$ cat src/rtl/token_bucket_injector_if.sv
// Switch-input handshake bundle between a token_bucket_injector and the PE port of torus_switch_bp.
interface token_bucket_injector_if #(
  parameter int VC_W = 3,
  parameter int X_W  = 2,
  parameter int Y_W  = 2,
  parameter int D_W  = 256
) ();

  logic             i_ack;
  logic             i_v;
  logic [VC_W-1:0]  i_vc;
  logic [X_W-1:0]   i_x;
  logic [Y_W-1:0]   i_y;
  logic [D_W-1:0]   i_data;

  modport master (
    input  i_ack,
    output i_v,
    output i_vc,
    output i_x,
    output i_y,
    output i_data
  );

  modport slave (
    output i_ack,
    input  i_v,
    input  i_vc,
    input  i_x,
    input  i_y,
    input  i_data
  );

endinterface

$ cat src/rtl/token_bucket_injector.sv
// Token-bucket shaped packet source: bursts up to SIGMA packets, then one per RATE cycles,
// holding each packet on the switch input until it is acknowledged.
module token_bucket_injector #(
  parameter int SIGMA     = 3,
  parameter int RATE      = 20,
  parameter int VC_W      = 3,
  parameter int X_W       = 2,
  parameter int Y_W       = 2,
  parameter int D_W       = 256,
  parameter int X         = 0,
  parameter int Y         = 0,
  parameter int N_PACKETS = 128,
  parameter int X_MAX     = 1 << X_W,
  parameter int Y_MAX     = 1 << Y_W
) (
  input  logic                     clk,
  input  logic                     rst,
  token_bucket_injector_if.master  sw,
  output logic                     done
);

  localparam int RC_W   = (RATE > 1) ? $clog2(RATE) : 1;
  localparam int TOK_W  = (SIGMA > 0) ? $clog2(SIGMA + 1) : 1;
  localparam int TOKX_W = TOK_W + 1;
  localparam int CNT_W  = (N_PACKETS > 0) ? $clog2(N_PACKETS + 1) : 1;
  localparam int CNTX_W = CNT_W + 1;
  localparam int NODES  = X_MAX * Y_MAX;
  localparam int NODE_W = $clog2(NODES) + 1;
  localparam int SELF   = Y * X_MAX + X;

  localparam logic [1:0] ST_IDLE = 2'd0;
  localparam logic [1:0] ST_SEND = 2'd1;
  localparam logic [1:0] ST_DONE = 2'd2;

  logic [1:0]        state;
  logic [1:0]        state_next;
  logic [RC_W-1:0]   rc;
  logic [TOK_W-1:0]  tok;
  logic [TOK_W-1:0]  tok_next;
  logic [TOKX_W-1:0] tok_sum;
  logic [CNT_W-1:0]  sent;
  logic [CNT_W-1:0]  acked;
  logic [NODE_W-1:0] off;
  logic [NODE_W-1:0] dest_sum;
  logic [NODE_W-1:0] dest;
  logic [X_W-1:0]    x_next;
  logic [Y_W-1:0]    y_next;
  logic [D_W-1:0]    data_next;
  logic              tick;
  logic              load;
  logic              ack_seen;
  logic              last_ack;

  assign tick     = (rc == RC_W'(RATE - 1));
  assign ack_seen = sw.i_v && sw.i_ack;
  assign load     = (tok != '0) && (sent < CNT_W'(N_PACKETS)) && (!sw.i_v || sw.i_ack);
  assign last_ack = ({1'b0, acked} + CNTX_W'(1)) >= CNTX_W'(N_PACKETS);

  // A load always has a token behind it, so the sum never underflows; only the top needs clamping.
  always_comb begin
    tok_sum  = {1'b0, tok} + TOKX_W'(tick) - TOKX_W'(load);
    tok_next = (tok_sum > TOKX_W'(SIGMA)) ? TOK_W'(SIGMA) : tok_sum[TOK_W-1:0];
  end

  // off stays in 1..NODES-1, so SELF+off wraps at most once and never lands on this node.
  always_comb begin
    dest_sum = NODE_W'(SELF) + off;
    dest     = (dest_sum >= NODE_W'(NODES)) ? (dest_sum - NODE_W'(NODES)) : dest_sum;
    x_next   = X_W'(dest % NODE_W'(X_MAX));
    y_next   = Y_W'(dest / NODE_W'(X_MAX));
  end

  always_comb begin
    data_next        = '0;
    data_next[15:0]  = 16'(sent);
    data_next[23:16] = 8'(X);
    data_next[31:24] = 8'(Y);
  end

  always_comb begin
    state_next = state;
    case (state)
      ST_IDLE: begin
        if (acked >= CNT_W'(N_PACKETS)) begin
          state_next = ST_DONE;
        end else if (load) begin
          state_next = ST_SEND;
        end
      end
      ST_SEND: begin
        if (sw.i_ack && !load) begin
          state_next = last_ack ? ST_DONE : ST_IDLE;
        end
      end
      ST_DONE: state_next = ST_DONE;
      default: state_next = ST_IDLE;
    endcase
  end

  // Valid and done are registered copies of the next-state decode, so every output comes from a flop.
  always_ff @(posedge clk or negedge rst) begin
    if (!rst) begin
      state     <= ST_IDLE;
      rc        <= '0;
      tok       <= TOK_W'(SIGMA);
      sent      <= '0;
      acked     <= '0;
      off       <= NODE_W'(1);
      done      <= 1'b0;
      sw.i_v    <= 1'b0;
      sw.i_vc   <= '0;
      sw.i_x    <= '0;
      sw.i_y    <= '0;
      sw.i_data <= '0;
    end else begin
      state  <= state_next;
      sw.i_v <= (state_next == ST_SEND);
      done   <= (state_next == ST_DONE);
      rc     <= tick ? '0 : (rc + RC_W'(1));
      tok    <= tok_next;
      if (ack_seen) begin
        acked <= acked + CNT_W'(1);
      end
      if (load) begin
        sent      <= sent + CNT_W'(1);
        off       <= (off == NODE_W'(NODES - 1)) ? NODE_W'(1) : (off + NODE_W'(1));
        sw.i_vc   <= VC_W'(sent);
        sw.i_x    <= x_next;
        sw.i_y    <= y_next;
        sw.i_data <= data_next;
      end
    end
  end

  a_hold_valid : assert property (@(posedge clk) disable iff (!rst)
    (sw.i_v && !sw.i_ack) |=> sw.i_v);

  a_hold_fields : assert property (@(posedge clk) disable iff (!rst)
    (sw.i_v && !sw.i_ack) |=> ($stable(sw.i_data) && $stable(sw.i_vc)
                               && $stable(sw.i_x) && $stable(sw.i_y)));

  a_done_sticky : assert property (@(posedge clk) disable iff (!rst)
    done |=> done);

  a_tok_range : assert property (@(posedge clk) disable iff (!rst)
    tok <= TOK_W'(SIGMA));

  a_done_quiet : assert property (@(posedge clk) disable iff (!rst)
    done |-> !sw.i_v);

  if (NODES > 1) begin : g_self_chk
    a_not_self : assert property (@(posedge clk) disable iff (!rst)
      sw.i_v |-> !((sw.i_x == X_W'(X)) && (sw.i_y == Y_W'(Y))));
  end

endmodule

$ cat src/flat_wrapper.sv
// flat-port wrapper written by rule: the top's interface ports become plain ports
module token_bucket_injector_flat 
#(
  parameter int SIGMA     = 3,
  parameter int RATE      = 20,
  parameter int VC_W      = 3,
  parameter int X_W       = 2,
  parameter int Y_W       = 2,
  parameter int D_W       = 256,
  parameter int X         = 0,
  parameter int Y         = 0,
  parameter int N_PACKETS = 128,
  parameter int X_MAX     = 1 << X_W,
  parameter int Y_MAX     = 1 << Y_W
)
  (clk, rst, done, sw_i_ack, sw_i_v, sw_i_vc, sw_i_x, sw_i_y, sw_i_data);
  token_bucket_injector_if #(.VC_W(VC_W), .X_W(X_W), .Y_W(Y_W), .D_W(D_W)) sw_i ();
  input  logic clk;
  input  logic rst;
  output logic done;
  input wire logic [$bits(sw_i.i_ack)-1:0] sw_i_ack;
  output wire logic [$bits(sw_i.i_v)-1:0] sw_i_v;
  output wire logic [$bits(sw_i.i_vc)-1:0] sw_i_vc;
  output wire logic [$bits(sw_i.i_x)-1:0] sw_i_x;
  output wire logic [$bits(sw_i.i_y)-1:0] sw_i_y;
  output wire logic [$bits(sw_i.i_data)-1:0] sw_i_data;
  assign sw_i.i_ack = sw_i_ack;
  assign sw_i_v = sw_i.i_v;
  assign sw_i_vc = sw_i.i_vc;
  assign sw_i_x = sw_i.i_x;
  assign sw_i_y = sw_i.i_y;
  assign sw_i_data = sw_i.i_data;
  token_bucket_injector #(.SIGMA(SIGMA), .RATE(RATE), .VC_W(VC_W), .X_W(X_W), .Y_W(Y_W), .D_W(D_W), .X(X), .Y(Y), .N_PACKETS(N_PACKETS), .X_MAX(X_MAX), .Y_MAX(Y_MAX)) u_core (.clk(clk), .rst(rst), .sw(sw_i), .done(done));
endmodule
$ cat config.mk
export PLATFORM = sky130hd
export DESIGN_NAME = token_bucket_injector_flat
export DESIGN_NICKNAME = d
export VERILOG_FILES = /design/src/rtl/token_bucket_injector_if.sv /design/src/rtl/token_bucket_injector.sv /design/src/flat_wrapper.sv
export SDC_FILE = /design/constraint.sdc
export NUM_CORES = 1
export LEC_CHECK = 0
export CELL_PAD_IN_SITES_DETAIL_PLACEMENT = 0
export CELL_PAD_IN_SITES_GLOBAL_PLACEMENT = 1
export CORE_UTILIZATION = 25
export DETAILED_ROUTE_END_ITERATION = 16
export PLACE_DENSITY_LB_ADDON = 0.1
export SYNTH_ARGS = -nofsm -noshare
export SYNTH_HDL_FRONTEND = slang
export SYNTH_SLANG_ARGS = --single-unit
$ cat constraint.sdc
create_clock -name clk -period 3 [get_ports clk]
set_clock_uncertainty 0.2 [all_clocks]
set_input_delay 0.6 -clock clk [delete_from_list [all_inputs] [get_ports clk]]
set_output_delay 0.6 -clock clk [all_outputs]
set_load 0.01 [all_outputs]
Yosys cells after proc, flatten, opt, wreduce, memory -nomap -nowiden
Index checks and enable logic that the tools add are counted.
- register bits: 47
- word-level logic and storage cells: 49
- muxes and demuxes: 9
- $add $sub $neg: 8
- equal/unequal tests: 6
- reduce and logical (&&, ||, !) cells: 9
- $lt $le $gt $ge: 5
- operators with widths (kind ; number):
    adder 8 x 1 -> 8 bit, second input constant ; 2
    adder 5 x 1 -> 5 bit, second input constant ; 2
    two-way mux 2 bit ; 5
    two-way mux 5 bit ; 2
    adder 8 x 1 -> 9 bit, second input constant ; 1
    >= comparator 9 x 8 -> 1 bit, second input constant ; 1
    >= comparator 8 bit, second input constant ; 1
    < comparator 8 bit, second input constant ; 1
    case mux 2 bit (3 select lines) ; 1
    == test 5 x 4 -> 1 bit, second input constant ; 1
    == test 5 bit, second input constant ; 1
    >= comparator 5 bit, second input constant ; 1
    == test 2 x 1 -> 1 bit, second input constant ; 2
    == test 2 bit, second input constant ; 2
    logical AND 1 bit ; 4
    two-way mux 4 bit ; 1
    subtractor 4 x 1 -> 4 bit, second input constant ; 1
    adder 2 x 1 -> 3 bit ; 1
    > comparator 3 x 2 -> 1 bit, second input constant ; 1
    subtractor 3 x 1 -> 3 bit ; 1
    zero test 1 bit ; 2
    zero test 2 bit ; 1
    nonzero test 2 bit ; 1
    logical OR 1 bit ; 1

Depth between registers and ports, before layout
Gate-level depths: netlist of run 1.
- depth in word-level cells: 8
- depth in mapped cells: 10
- mapped depth without buffers: 8

Worst setup path after synthesis of run 1
Ideal clock, no wire load.
- path kind: in2reg
- start: in sw_i_ack
- end: reg u_core.tok[0]
- slack: 0.562 ns
- setup time: 0.081 ns
- buffers on the path: 2
- arrival time: 2.156 ns
- data required time: 2.719 ns
- cell stages on the path: 10
- cells stage by stage: nor2b_1 > buf_6 > nor2_8 > buf_6 > ha_1 > inv_1 > ha_1 > fa_1 > xor2_1 > nand2b_1
- longest elaborated chain between the ends: 5
- RTL lines (element ; RTL line ; text):
    start, declared ; flat_wrapper.sv:21 ; input wire logic [$bits(sw_i.i_ack)-1:0] sw_i_ack;
    logical OR 1 bit (*) ; token_bucket_injector.sv:56 ; assign load = (tok != '0) && (sent < CNT_W'(N_PACKETS)) && (!sw.i_v || sw.i_ack);
    logical AND 1 bit (*) ; token_bucket_injector.sv:56 ;
    named net u_core.load ; token_bucket_injector.sv:50 ; logic load;
    subtractor 3 x 1 -> 3 bit (*) ; token_bucket_injector.sv:61 ; tok_sum = {1'b0, tok} + TOKX_W'(tick) - TOKX_W'(load);
    > comparator 3 x 2 -> 1 bit ; token_bucket_injector.sv:62 ; tok_next = (tok_sum > TOKX_W'(SIGMA)) ? TOK_W'(SIGMA) : tok_sum[TOK_W-1:0];
    two-way mux 2 bit (*) ; token_bucket_injector.sv:62 ;
    named net u_core.tok_next[0] ; token_bucket_injector.sv:39 ; logic [TOK_W-1:0] tok_next;
    end signal, assigned ; token_bucket_injector.sv:105 ; tok <= TOK_W'(SIGMA);
    end signal, assigned ; token_bucket_injector.sv:120 ; tok <= tok_next;
    end, declared ; token_bucket_injector.sv:38 ; logic [TOK_W-1:0] tok;
The timed path passes the listed nets; every way through them passes the cells marked *.
A chain may end at the register's enable or synchronous reset.

Worst setup path in the final report of run 1
- start: in sw_i_ack
- end: reg u_core.tok[0]
- longest elaborated chain between the ends: 5
- RTL lines (element ; RTL line):
    logical OR 1 bit (*) ; token_bucket_injector.sv:56
    logical AND 1 bit (*) ; token_bucket_injector.sv:56
    subtractor 3 x 1 -> 3 bit (*) ; token_bucket_injector.sv:61
    > comparator 3 x 2 -> 1 bit ; token_bucket_injector.sv:62
    two-way mux 2 bit (*) ; token_bucket_injector.sv:62
    named net u_core.tok_next[0] ; token_bucket_injector.sv:39
Marked as above.

==> metrics.md, run 1 <==
| Metric | Value |
|---|---|
| Status | complete, no violations |
| Hold Path Class | input port to asynchronous set/reset pin |
| Initial DRC Count | 31 |
| Die area | 16100 µm² |
| Worst path required time | 3.01 ns |
| Synth Register Bits | 44 |
| Setup bufs post-CTS | 0 |
| Reg area | 1100 µm² |
| Ports | 268 |
| Arrival time at the worst endpoint | 2.45 ns |
| Detail Placement HPWL | 3790 µm |
| Min Tclk post-route | 2.45 ns |
| Setup CP Type | input port to register |
| CP peak stage delay | around 0.42 ns |
| Slew Limit Fails | 0 |
| Fillers | 1664 |
| DRC viols | 0 |
| Top delay family on crit path | adder cells |
| Total of max-cap violations | 0 |
| Most common cell type on the critical path | ha_1 |
| Layout cells sized above 1 | 0.0753 |
| Commonest non-fill, non-tap cell in the layout | conb_1 |
| Critical R2R Capture | u_core.tok[0] |
| Finish-stage setup viols | 0 |
| Port Buffer Count | 19 |
| Slack of the worst reg-to-reg path | 0.83 ns |
| Most frequent cells in the layout | conb_1 (248), dfrtp_1 (41), clkdlybuf4s50_1 (18) |
| Final hold viol count | 0 |
| Starting Density | 0.256 |
| Yosys Warn Count | 0 |
| Clock latency on the worst-skew pair | ~0.28 ns |
| Peak VDD IR | around 0.22 mV |
| Largest net degree at the start of global routing | 27 |
| Post-CTS Resized | 0 |
| FF-to-FF Start | u_core.sw.i_v |
| Drt first pass iters | 4 |
| R2r worst-path depth | 9 |
| RSZ-0062 raised after global routing | no |
| Clock Tree Buf Depth | 2 |
| Ys flop type | dfrtp_1 |
| Layout area overhead | -9.65% |
| Vias in the first global route | 1415 |
| Remaining antenna violation count | 0 |
| EDFF count, synth | 0 |
| Critical Path Sink Type | register |
| Cell count after synthesis | approximately 400 |
| Startpoint type of the worst setup path | input port |
| Die span in y | between 100 and 150 µm |
| Routed WL | 4850 µm |
| Cell variety after synth | 37 |
| Initial antenna violation count | 0 |
| First-pass GRT wire length | ~7400 µm |
| Final nets | 448 |
| Vias per inst | approximately 3 |
| Max H-tree Level | 2 |
| Multi-input gate area | 1770 µm² |
| Pwr Density | 793 nW/µm² |
| Gpl congestion | 0.656 |
| Mapped Avg Cell Area | around 9.4 µm² |
| Die X | about 130 µm |
| Clk sinks | 44 |
| Critical path depth | 10 |
| Root Driver | clkbuf_16 |
| CTS Hold Buffers Added | 0 |
| Total CTS buffers | 5 |
| Mapped Area | 3890 µm² |
| FP Rows | 45 |
| Post-DR wirelength/cell | 7.74 µm |
| Fmax | 409 MHz |
| Final core occ | 0.231 |
| # diodes | 0 |
| Worst slack, placed | 0.235 ns |
| CTS tree | yes |
| Total track usage | 0.0583 |
| Vias | 1879 |
| Clock slew at reported path FFs | 0.06 ns |
| Worst-path cell chain | clkdlybuf4s50_1 -> nor2b_1 -> buf_4 -> nor2_8 -> ha_1 -> inv_1 -> ha_1 -> fa_1 -> xor2_1 -> nand2b_1 |
| Setup tns final | 0 ns |
| Post-synth ARST share | 1.00 |
| Final worst slack | 0.554 ns |
| CP max FO | 2 |
| WP buf/inv | 3 |
| Total core area | around 15000 µm² |
| Gr ovfl total | 0 |
| Final period utilization | 0.815 |
| CP max-delay cell | clkdlybuf4s50_1 |
| Leakage | 0.00188 µW |
| Sequential fraction of the synthesis area | 0.284 |
-- metal layers --
metal | vias up | part of all wire | track usage
met5 | - | 0 | 0
met4 | 0 | 0.0095 | 0.0210
met3 | 4 | 0.080 | 0.0190
met2 | 134 | 0.49 | 0.0952
met1 | 880 | 0.42 | 0.0717
li1 | 861 | - | -
-- per-stage QoR --
step                      area (µm²)  cells  hold slack, ns  total power (µW)
after floorplan                 4820    659           0.104              2130
after global placement          3370    618           0.253              2260
after detailed placement        3370    618           0.253              2260
after CTS                       3510    626          0.0757              2840
after global routing            3510    626          0.0973              3030
final                           3510    626          0.0620              2780
-- final cells by class --
class	count	area share
Tap cell	188	0.0670
Inverter	8	0.00855
Sequential cell	44	0.314
Clock buffer	8	0.0417
Multi-Input combinational cell	354	0.505
Timing Repair Buffer	24	0.0634
-- power by group --
group,internal (µW),leakage (µW),switching (µW)
clock,333,0.0000712,223
combinational,582,0.00128,577
sequential,842,0.000530,228
-- worst max path at each step --
| stage | to | slack [ns] | from |
|---|---|---|---|
| CTS | u_core.tok[0] | 0.54 | sw_i_ack |
| global placement | u_core.tok[1] | 0.25 | sw_i_ack |
| detailed placement | u_core.tok[0] | 0.23 | sw_i_ack |
| finish | u_core.tok[0] | 0.55 | sw_i_ack |
| floorplan | u_core.tok[0] | 0.56 | sw_i_ack |
| global route | u_core.tok[0] | 0.41 | sw_i_ack |
-- synth_stat cells (all sizes together), types with 2 or more instances --
cell type / instances / area share
buf: 253 / 0.49
dfrtp: 41 / 0.26
mux2: 13 / 0.042
nand2: 12 / 0.012
xor2: 11 / 0.025
nand3: 10 / 0.013
inv: 8 / 0.0077
ha: 7 / 0.023
nor2: 7 / 0.011
nor3: 6 / 0.0077
xnor2: 6 / 0.014
nand2b: 4 / 0.0064
nor2b: 4 / 0.0064
dfstp: 3 / 0.020
nand4: 3 / 0.0048
o21ai: 3 / 0.0039
a21oi: 2 / 0.0026
o21a: 2 / 0.0039
o311a: 2 / 0.0051
-- flip-flops by register name, summed over array words and instances (netlist names), 5 cells and up --
| register | flops |
|---|---|
| u_core.acked | 8 |
| u_core.sent | 8 |
| u_core.sw.i_data | 6 |
| u_core.off | 5 |
| u_core.rc | 5 |
-- cell families (layout without fill, tap and decap cells) --
kind of cell,Yosys count,after routing,share of synthesized area
other cells,1,248,0.000964
buf+inv,261,40,0.498
simple gates,51,51,0.0721
flops,44,44,0.284
xor+xnor,17,17,0.0383
compound gates,16,16,0.0338
mux,14,14,0.0450
fa+ha+maj,8,8,0.0277
No activity file was read; power rests on OpenSTA's default activity.
==> run 2: changes to the inputs <==
--- a/config.mk
+++ b/config.mk
@@ -7,7 +7,7 @@
 export LEC_CHECK = 0
 export CELL_PAD_IN_SITES_DETAIL_PLACEMENT = 0
 export CELL_PAD_IN_SITES_GLOBAL_PLACEMENT = 1
-export CORE_UTILIZATION = 25
+export CORE_UTILIZATION = 23
 export DETAILED_ROUTE_END_ITERATION = 16
 export PLACE_DENSITY_LB_ADDON = 0.1
 export SYNTH_ARGS = -nofsm -noshare
==> constraint.sdc (replaced) <==
create_clock -name clk -period 2 [get_ports clk]
set_clock_uncertainty 0.2 [all_clocks]
set_input_delay 0.4 -clock clk [delete_from_list [all_inputs] [get_ports clk]]
set_output_delay 0.4 -clock clk [all_outputs]
set_load 0.01 [all_outputs]
==> run 2 against run 1 <==
Clock power is 68% higher. Combinational power is 66% higher. First-iteration DRC count is 23% lower. Via count is 0.32% lower. Clock-buffer cell count is 2 lower. Register-to-register slack worse by 0.82 ns. Routed wire length is 12% higher. Core utilization is 0.75 points lower. Largest power group unchanged.
==> metrics.md, run 2 (same netlist as run 1, synthesis figures left out) <==
| Metric | Value |
|---|---|
| Layout cells sized above 1 | 0.108 (was 0.0753) |
| Sw power | 1630 µW (was 1030 µW) |
| Multi-input gate area | 1820 µm² (was 1770 µm²) |
| Vias per inst | 2.81 (was 3.00) |
| Initial antenna violation count | 0 (unchanged) |
| Detail Placement HPWL | 4230 µm (was 3790 µm) |
| WHS Path Cells | 1 |
| Ports | 268 (unchanged) |
| Die X | 132 µm (was 127 µm) |
| Worst slack, placed | -0.499 ns (was 0.235 ns) |
| Clock slew at reported path FFs | 0.06 ns (about the same) |
| Top delay family on crit path | adder cells (unchanged) |
| CP peak stage delay | 0.57 ns (was 0.42 ns) |
| Post-DR wirelength/cell | 8.14 µm (was 7.74 µm) |
| Sequential power share | 0.358 (was 0.384) |
| Biggest regs | u_core.acked (8), u_core.sent (8), u_core.sw.i_data (6) (unchanged) |
| Arrival time at the worst endpoint | 2.00 ns (was 2.45 ns) |
| Startpoint type of the worst setup path | register (was input port) |
| WP buf/inv | 2 (was 3) |
| RSZ-0062 raised after global routing | yes (was no) |
| Critical path depth | 7 (was 10) |
| Reg area | 1100 µm² (unchanged) |
| Int Power | 2830 µW (was 1760 µW) |
| R2r worst-path depth | 7 (was 9) |
| CTS tree | yes (unchanged) |
| Final worst slack | 0.0102 ns (was 0.554 ns) |
| Clock latency on the worst-skew pair | 0.29 ns (was 0.28 ns) |
| Critical Path Sink Type | register (unchanged) |
| FP Rows | 47 (was 45) |
| Initial DRC Count | 24 (was 31) |
| Max H-tree Level | 2 (unchanged) |
| Drt first pass iters | 4 (unchanged) |
| Clk sinks | 44 (unchanged) |
| Fin Hold WS | 0.270 ns (was 0.0620 ns) |
| CP max FO | 3 (was 2) |
| Final hold viol count | 0 (unchanged) |
| Total of max-cap violations | 0 (unchanged) |
| Final period utilization | 0.995 |
| Most frequent cells in the layout | conb_1 (248), dfrtp_1 (41), clkdlybuf4s50_1 (17) (was conb_1 (248), dfrtp_1 (41), clkdlybuf4s50_1 (18)) |
| First-pass GRT wire length | 7980 µm (was 7400 µm) |
| Min Tclk post-route | a little under 2 ns |
| Port Buffer Count | 19 (unchanged) |
| Die area | 17400 µm² (was 16100 µm²) |
| Setup CP Type | register to register (was input port to register) |
| Largest net degree at the start of global routing | 19 (was 27) |
| Layout area overhead | -4.99% (was -9.65%) |
| Post-Place Cells | 657 (was 618) |
| Total core area | 16500 µm² (was 15200 µm²) |
| Pwr Density | 1210 nW/µm² (was 793 nW/µm²) |
| Power share of the clock group | 0.209 (was 0.199) |
| Starting Density | 0.235 (was 0.256) |
| Root Driver | clkbuf_16 (unchanged) |
| Leakage | 0.00195 µW (was 0.00188 µW) |
| Combinational group share of total power | 0.434 (was 0.416) |
| Gr ovfl total | 0 (unchanged) |
| Worst-path cell chain | inv_1 -> ha_4 -> inv_2 -> ha_4 -> fa_2 -> xor2_2 -> nand2b_1 (was clkdlybuf4s50_1 -> nor2b_1 -> buf_4 -> nor2_8 -> ha_1 -> inv_1 -> ha_1 -> fa_1 -> xor2_1 -> nand2b_1) |
| Total CTS buffers | 5 (unchanged) |
| Vias | 1873 (was 1879) |
| Remaining antenna violation count | 0 (unchanged) |
| DRC viols | 0 (unchanged) |
| Fillers | 1834 (was 1664) |
| Total track usage | 0.0594 (was 0.0583) |
| Finish-stage setup viols | 0 (unchanged) |
| Routed WL | 5420 µm (was 4850 µm) |
| Status | complete, no violations (unchanged) |
| Fmax | 503 MHz |
| Tot Pwr | 4460 µW (was 2780 µW) |
| Hold Path Class | register to register (was input port to asynchronous set/reset pin) |
| Vias in the first global route | 1439 (was 1415) |
| Die span in y | 132 µm (was 127 µm) |
| Peak VDD IR | 0.335 mV (was 0.222 mV) |
| Worst path required time | 2.01 ns (was 3.01 ns) |
| Slew Limit Fails | 0 (unchanged) |
| Clock Tree Buf Depth | 2 (unchanged) |
| Commonest non-fill, non-tap cell in the layout | conb_1 (unchanged) |
| Setup tns final | 0 ns (unchanged) |
| Gpl congestion | 0.686 (was 0.656) |
| # diodes | 0 (unchanged) |
| CP max-delay cell | dfstp_2 (was clkdlybuf4s50_1) |
| Sw Ratio | 0.365 (was 0.369) |
| Final cell count without fillers | 666 (was 626) |
| Final nets | 456 (was 448) |
| Most common cell type on the critical path | ha_4 (was ha_1) |
run 2: power groups by stage:
stage / Sequential [µW] / Combinational [µW] / Clock [µW]
3_3_place_gp: 1610 / 1940 / 0
3_5_place_dp: 1610 / 1950 / 0
6_report: 1590 / 1930 / 930
5_1_grt: 1660 / 2170 / 1030
2_1_floorplan: 1600 / 1700 / 0
4_1_cts: 1600 / 1960 / 979
run 2: repair_timing:
item / in CTS / in global routing
pin swaps: 1 / 2
gates resized for setup: 1 / 0
hold buffers: 1 / 0
endpoints found under the setup margin: 2 / 2
endpoints found under the hold margin: 15 / 0
buffers inserted: 0 / 0
run 2: final timing paths:
kind	start	endpoint	slack, ns
setup / recovery	u_core.tok[0]	u_core.tok[0]	0.01
hold / removal	u_core.acked[6]	u_core.acked[6]	0.27
setup reg to reg	u_core.tok[0]	u_core.tok[0]	0.01
hold reg to reg	u_core.acked[6]	u_core.acked[6]	0.27
max in group asynchronous	rst	u_core.tok[1]	0.58
min in group asynchronous	rst	u_core.sw.i_y[1]	0.40
run 2: per-layer routing:
| metal | vias to the layer above | part of all wire | global-route usage |
|---|---|---|---|
| li1 | 878 | - | - |
| met1 | 871 | 0.43 | 0.0805 |
| met2 | 119 | 0.49 | 0.0864 |
| met3 | 5 | 0.073 | 0.0196 |
| met4 | 0 | 0.012 | 0.0233 |
| met5 | - | 0 | 0 |
run 2: layout make-up:
type / instances / area share
clock inverters: 2 / 0.00948
clock buffers: 6 / 0.0349
well taps: 220 / 0.0745
inverters: 8 / 0.00813
repair buffers: 32 / 0.0803
multi-input cells: 354 / 0.494
flip-flops and latches: 44 / 0.299
run 2: per-stage QoR:
step | cell area [µm²] | util
after detailed placement | 3520 | 0.213
after CTS | 3690 | 0.224
final | 3690 | 0.224
after global placement | 3520 | 0.213
after global routing | 3690 | 0.224
after floorplan | 4870 | -
